`src/rtl/sync_fifo_param.sv`:
```
// Parametrised single-clock FIFO with occupancy count, threshold flags,
// registered read data with valid pulse, and sticky overflow/underflow.
module sync_fifo_param #(
  parameter int unsigned DATA_W    = 8,
  parameter int unsigned DEPTH     = 16,
  parameter int unsigned AFULL_TH  = DEPTH - 2,
  parameter int unsigned AEMPTY_TH = 2
) (
  input  logic                        clk,
  input  logic                        reset,
  input  logic [DATA_W-1:0]           dataIn,
  input  logic                        writeEn,
  input  logic                        readEn,
  input  logic                        clearErr,
  output logic [DATA_W-1:0]           dataOut,
  output logic                        dataValid,
  output logic                        Full,
  output logic                        Empty,
  output logic                        almostFull,
  output logic                        almostEmpty,
  output logic [$clog2(DEPTH):0]      count,
  output logic                        overflow,
  output logic                        underflow
);

  localparam int unsigned AW = $clog2(DEPTH);
  localparam int unsigned CW = AW + 1;

  logic [DATA_W-1:0] mem_q [DEPTH];

  logic [AW-1:0]     wp_q, wp_d;
  logic [AW-1:0]     rp_q, rp_d;
  logic [CW-1:0]     count_q, count_d;
  logic [DATA_W-1:0] dout_q, dout_d;
  logic              dvalid_q, dvalid_d;
  logic              ovf_q, ovf_d;
  logic              unf_q, unf_d;

  logic              full_c, empty_c;
  logic              rd_acc, wr_acc;

  // Status decodes straight off the registered count
  always_comb begin
    full_c      = (count_q == CW'(DEPTH));
    empty_c     = (count_q == '0);
    almostFull  = (count_q >= CW'(AFULL_TH));
    almostEmpty = (count_q <= CW'(AEMPTY_TH));
  end

  assign Full  = full_c;
  assign Empty = empty_c;

  // Accept logic: a write into a full FIFO only lands when a read frees a slot
  always_comb begin
    rd_acc = readEn & ~empty_c;
    wr_acc = writeEn & (~full_c | rd_acc);
  end

  // Next-state for pointers, count, read data and sticky error flags
  always_comb begin
    wp_d     = wp_q;
    rp_d     = rp_q;
    count_d  = count_q;
    dout_d   = dout_q;
    dvalid_d = 1'b0;
    ovf_d    = ovf_q;
    unf_d    = unf_q;

    if (wr_acc) wp_d = wp_q + AW'(1);
    if (rd_acc) begin
      rp_d     = rp_q + AW'(1);
      dout_d   = mem_q[rp_q];
      dvalid_d = 1'b1;
    end

    case ({wr_acc, rd_acc})
      2'b10:   count_d = count_q + CW'(1);
      2'b01:   count_d = count_q - CW'(1);
      default: count_d = count_q;
    endcase

    // Set beats clear when both happen in the same cycle
    if (clearErr) begin
      ovf_d = 1'b0;
      unf_d = 1'b0;
    end
    if (writeEn & ~wr_acc) ovf_d = 1'b1;
    if (readEn & ~rd_acc)  unf_d = 1'b1;
  end

  // Control and output registers, synchronous active-low reset
  always_ff @(posedge clk) begin
    if (!reset) begin
      wp_q     <= '0;
      rp_q     <= '0;
      count_q  <= '0;
      dout_q   <= '0;
      dvalid_q <= 1'b0;
      ovf_q    <= 1'b0;
      unf_q    <= 1'b0;
    end else begin
      wp_q     <= wp_d;
      rp_q     <= rp_d;
      count_q  <= count_d;
      dout_q   <= dout_d;
      dvalid_q <= dvalid_d;
      ovf_q    <= ovf_d;
      unf_q    <= unf_d;
    end
  end

  // Storage array, intentionally not reset; writes suppressed while in reset
  always_ff @(posedge clk) begin
    if (reset && wr_acc) mem_q[wp_q] <= dataIn;
  end

  assign dataOut   = dout_q;
  assign dataValid = dvalid_q;
  assign count     = count_q;
  assign overflow  = ovf_q;
  assign underflow = unf_q;

endmodule
```
`config.mk`:
```
export PLATFORM = sky130hd
export DESIGN_NAME = sync_fifo_param
export DESIGN_NICKNAME = d
export VERILOG_FILES = /design/src/rtl/sync_fifo_param.sv
export SDC_FILE = /design/constraint.sdc
export NUM_CORES = 1
export LEC_CHECK = 0
export CORE_ASPECT_RATIO = 0.9
export CORE_MARGIN = 2
export CORE_UTILIZATION = 30
export CTS_BUF_LIST = sky130_fd_sc_hd__clkbuf_2
export CTS_CLUSTER_DIAMETER = 120
export DETAILED_ROUTE_END_ITERATION = 6
export PLACE_DENSITY_LB_ADDON = 0.3
export SLEW_MARGIN = 30
export SYNTH_ARGS = -nofsm -noshare
export SYNTH_HDL_FRONTEND = slang
export SYNTH_SLANG_ARGS = --single-unit
```
`constraint.sdc`:
```
create_clock -name clk -period 4.35 [get_ports clk]
set_input_delay 1.305 -clock clk [delete_from_list [all_inputs] [get_ports clk]]
set_output_delay 1.305 -clock clk [all_outputs]
set_load 0.02 [all_outputs]
```
==> out/metrics.cfg <==
[clock_tree]
tritoncts_clock_tree = built
clock_buffer_count_from_cts = 17
clkLatencyLatePin_ns = 0.68
h_tree_lvls = 4
cts_setup_buffers = 0
cts_hold_repair.buffers = 0
cts_buffer_depth = 2
cts_resized = 0
clock_tree.root_cell = sky130_fd_sc_hd__clkbuf_2
clk_transition_reported_paths_ns = 0.21
cts.sink_count = 152

[global_route]
grt-ovfl-total = 0
wire_length_of_the_first_global_routing_pass_um = 20300
pin_count_of_the_biggest_net_entering_global_routing = 39
vias_in_the_first_global_route = 3391
grt_antenna_before_repair = 1
grt_usage = 0.127

[critical_path]
worst_ep_arrival_time_ns = 2.59
critical_path_peak_fanout = 8
element_type_at_the_critical_path_start = flop
worst_r2r_startpoint = count[0]
r2r.worst_path.cells = 8
cp-end-kind = output pin
path_class = flop to output pin
cp_data_required_time_ns = 3.04
rrSetupSlack_ns = 1.12
r2r-end = count[4]

[final_layout]
finish.instance_area_sq_um = 7060
num-nets-final = 440
post_route_cells_drive_above_1_share = 0.151
most-common-layout-cells = sky130_fd_sc_hd__edfxtp_1 (128), sky130_fd_sc_hd__mux2i_1 (39), sky130_fd_sc_hd__clkdlybuf4s50_1 (32)
layout-area-overhead-vs-synth_pct = 14.5
fin_cells = 687
mostFrequentLayoutCell = sky130_fd_sc_hd__edfxtp_1

[status]
outcome = finished clean

[route]
routed_length_per_placed_instance_um = 18.9
first_drt_pass_iteration_count = 4
vias_per_cell = 4.90
detail_route.wirelength_um = 13000
drc_errors = 0
postRouteAntennaNets = 0
initialDrtViolationCount = 223
routed-via-count = 3367

[yosys]
fraction_of_the_yosys_area_taken_by_sequential_cells = 0.701
synth_top_flop_cell = sky130_fd_sc_hd__edfxtp_1
syn_avg_cell_area_sq_um = 16.3
synthesis.instances = 379
synth.distinct_cells = 46
synth.ff_latch_count = 152
syn-num-nets = 401
async_flop_share = 0
synthDominantAreaCellType = sky130_fd_sc_hd__edfxtp_1
synth_area_sq_um = 6170
count_of_flip_flops_with_a_built_in_enable_after_synthesis = 128
synth-warning-count = 0
synth_area_leaders = sky130_fd_sc_hd__edfxtp_1 (62%), sky130_fd_sc_hd__dfxtp_1 (7.8%), sky130_fd_sc_hd__mux2i_1 (6.3%), sky130_fd_sc_hd__mux4_2 (5.8%), sky130_fd_sc_hd__ha_1 (1.6%)
post-synth-top-area-fraction = 0.623

[floorplan]
die_width_um = 155
boundaryPins = 33
die-area_sq_um = 21700
core_region_area_sq_um = 20100
core.rowCount = 49
initial_util = 0.307
floorplan.die.height_um = 140

[power]
leakage_nw = 2.22
power_per_cell_area_nw_per_um2 = 500
ir_worst_vdd_v = 0.000211

[sta]
timing.setup.tns_ns = 0
count_of_endpoints_failing_hold_in_the_final_timing_report = 0
finalMaxSlewViolations = 0
finalCriticalPeriod_ns = 3.90
timing.slew.headroom = 0.421
timing.final.setup_violations = 0
clock_skew_ns = 0.0274
fmaxAchievable_mhz = 256
unrepaired_setup_endpoints_after_global_routing = false
transition_time_of_the_tightest_slew_check_pin_ns = 0.865
period_share = 0.896

[hold_path]
timing.hold.worst.class = flop to flop
timing.hold.worst.start = overflow
cells_on_worst_hold_path = 2
holdPathEnd = overflow

[flow_run]
drv.max_cap_violation_count = 0

[placed_design]
io_buffer_count = 32
dpl-instance-area_sq_um = 6760
post_placement_cell_count = 654
place_hpwl_um = 8630
routabilityCongestion = 0.756

[worst max-delay path, cell delays in order, from the launching register on]
cell                              delay [ns]
sky130_fd_sc_hd__dfxtp_1                0.45
sky130_fd_sc_hd__or4_4                  0.67
sky130_fd_sc_hd__nor2_4                 0.17
sky130_fd_sc_hd__clkdlybuf4s50_1        0.62
[per-stage QoR]
| stage | setup WS [ns] | power [mW] | util | hold WS (ns) |
|---|---|---|---|---|
| floorplan | 1.17 | 2.34 | - | 0.468 |
| global placement | 0.787 | 2.64 | 0.336 | 0.459 |
| detailed placement | 0.675 | 2.65 | 0.336 | 0.468 |
| CTS | 0.348 | 3.57 | 0.351 | 0.493 |
| global route | 0.252 | 3.71 | 0.351 | 0.527 |
| finish | 0.451 | 3.53 | 0.351 | 0.490 |
[cells in the mapped netlist, types with 7 or more instances]
cell type                    n
sky130_fd_sc_hd__nor3_1      8
sky130_fd_sc_hd__ha_1        8
sky130_fd_sc_hd__o22ai_1    16
sky130_fd_sc_hd__mux2i_1    39
sky130_fd_sc_hd__a21oi_1    12
sky130_fd_sc_hd__mux4_2     16
sky130_fd_sc_hd__dfxtp_1    24
sky130_fd_sc_hd__o21ai_0     8
sky130_fd_sc_hd__nand2_1    15
sky130_fd_sc_hd__nor2_1     25
sky130_fd_sc_hd__edfxtp_1  128
sky130_fd_sc_hd__buf_2       7
sky130_fd_sc_hd__a22oi_1     8
[layout make-up]
cell class	instances	area [sq um]
flip-flops and latches	152	4330
clock inverters	13	201
repair buffers	37	358
clock buffers	19	95.1
fillers	1903	13000
well taps	255	319
multi-input cells	205	1740
diodes	1	2.50
inverters	5	18.8
[worst max-delay path by stage]
stage / cells past startpoint / endpoint / from
final: 3 / Empty / count[0]
after global routing: 3 / Empty / count[0]
after CTS: 3 / Empty / count[0]
after detailed placement: 4 / mem_q[2][5] / reset
after global placement: 8 / count[4] / readEn
after floorplan: 9 / count[4] / readEn
[metal layers]
| layer | routed length (um) | GRT usage | up-vias |
|---|---|---|---|
| li1 | - | - | 1568 |
| met1 | 5930 | 0.169 | 1722 |
| met2 | 6210 | 0.200 | 65 |
| met3 | 699 | 0.0427 | 12 |
| met4 | 156 | 0.0367 | 0 |
| met5 | 0 | 0 | - |
[where the power goes]
part	leakage, nW	total, mW	internal (mW)	switching [mW]
combinational	0.691	0.870	0.387	0.483
clock	0.178	0.915	0.438	0.477
sequential	1.35	1.75	1.66	0.0898
total	2.22	3.53	2.48	1.05
[logic make-up (layout without fill, tap and decap cells)]
kind of cell / Yosys count / count (layout) / share of synthesized area
flops: 152 / 152 / 0.701
compound gates: 59 / 59 / 0.0691
fa+ha+maj: 9 / 9 / 0.0195
xor+xnor: 5 / 5 / 0.00710
simple gates: 76 / 76 / 0.0610
mux: 56 / 56 / 0.125
buf+inv: 22 / 74 / 0.0172
other cells: 0 / 1 / 0
[registers in the layout, indices dropped and copies added, names as in the netlist]
| signal | flops |
|---|---|
| underflow | 1 |
| dataValid | 1 |
| count | 5 |
| overflow | 1 |
| mem_q | 128 |
| rp_q | 4 |
| dataOut | 8 |
| wp_q | 4 |
Note: power is estimated with default switching activity, not from simulation.
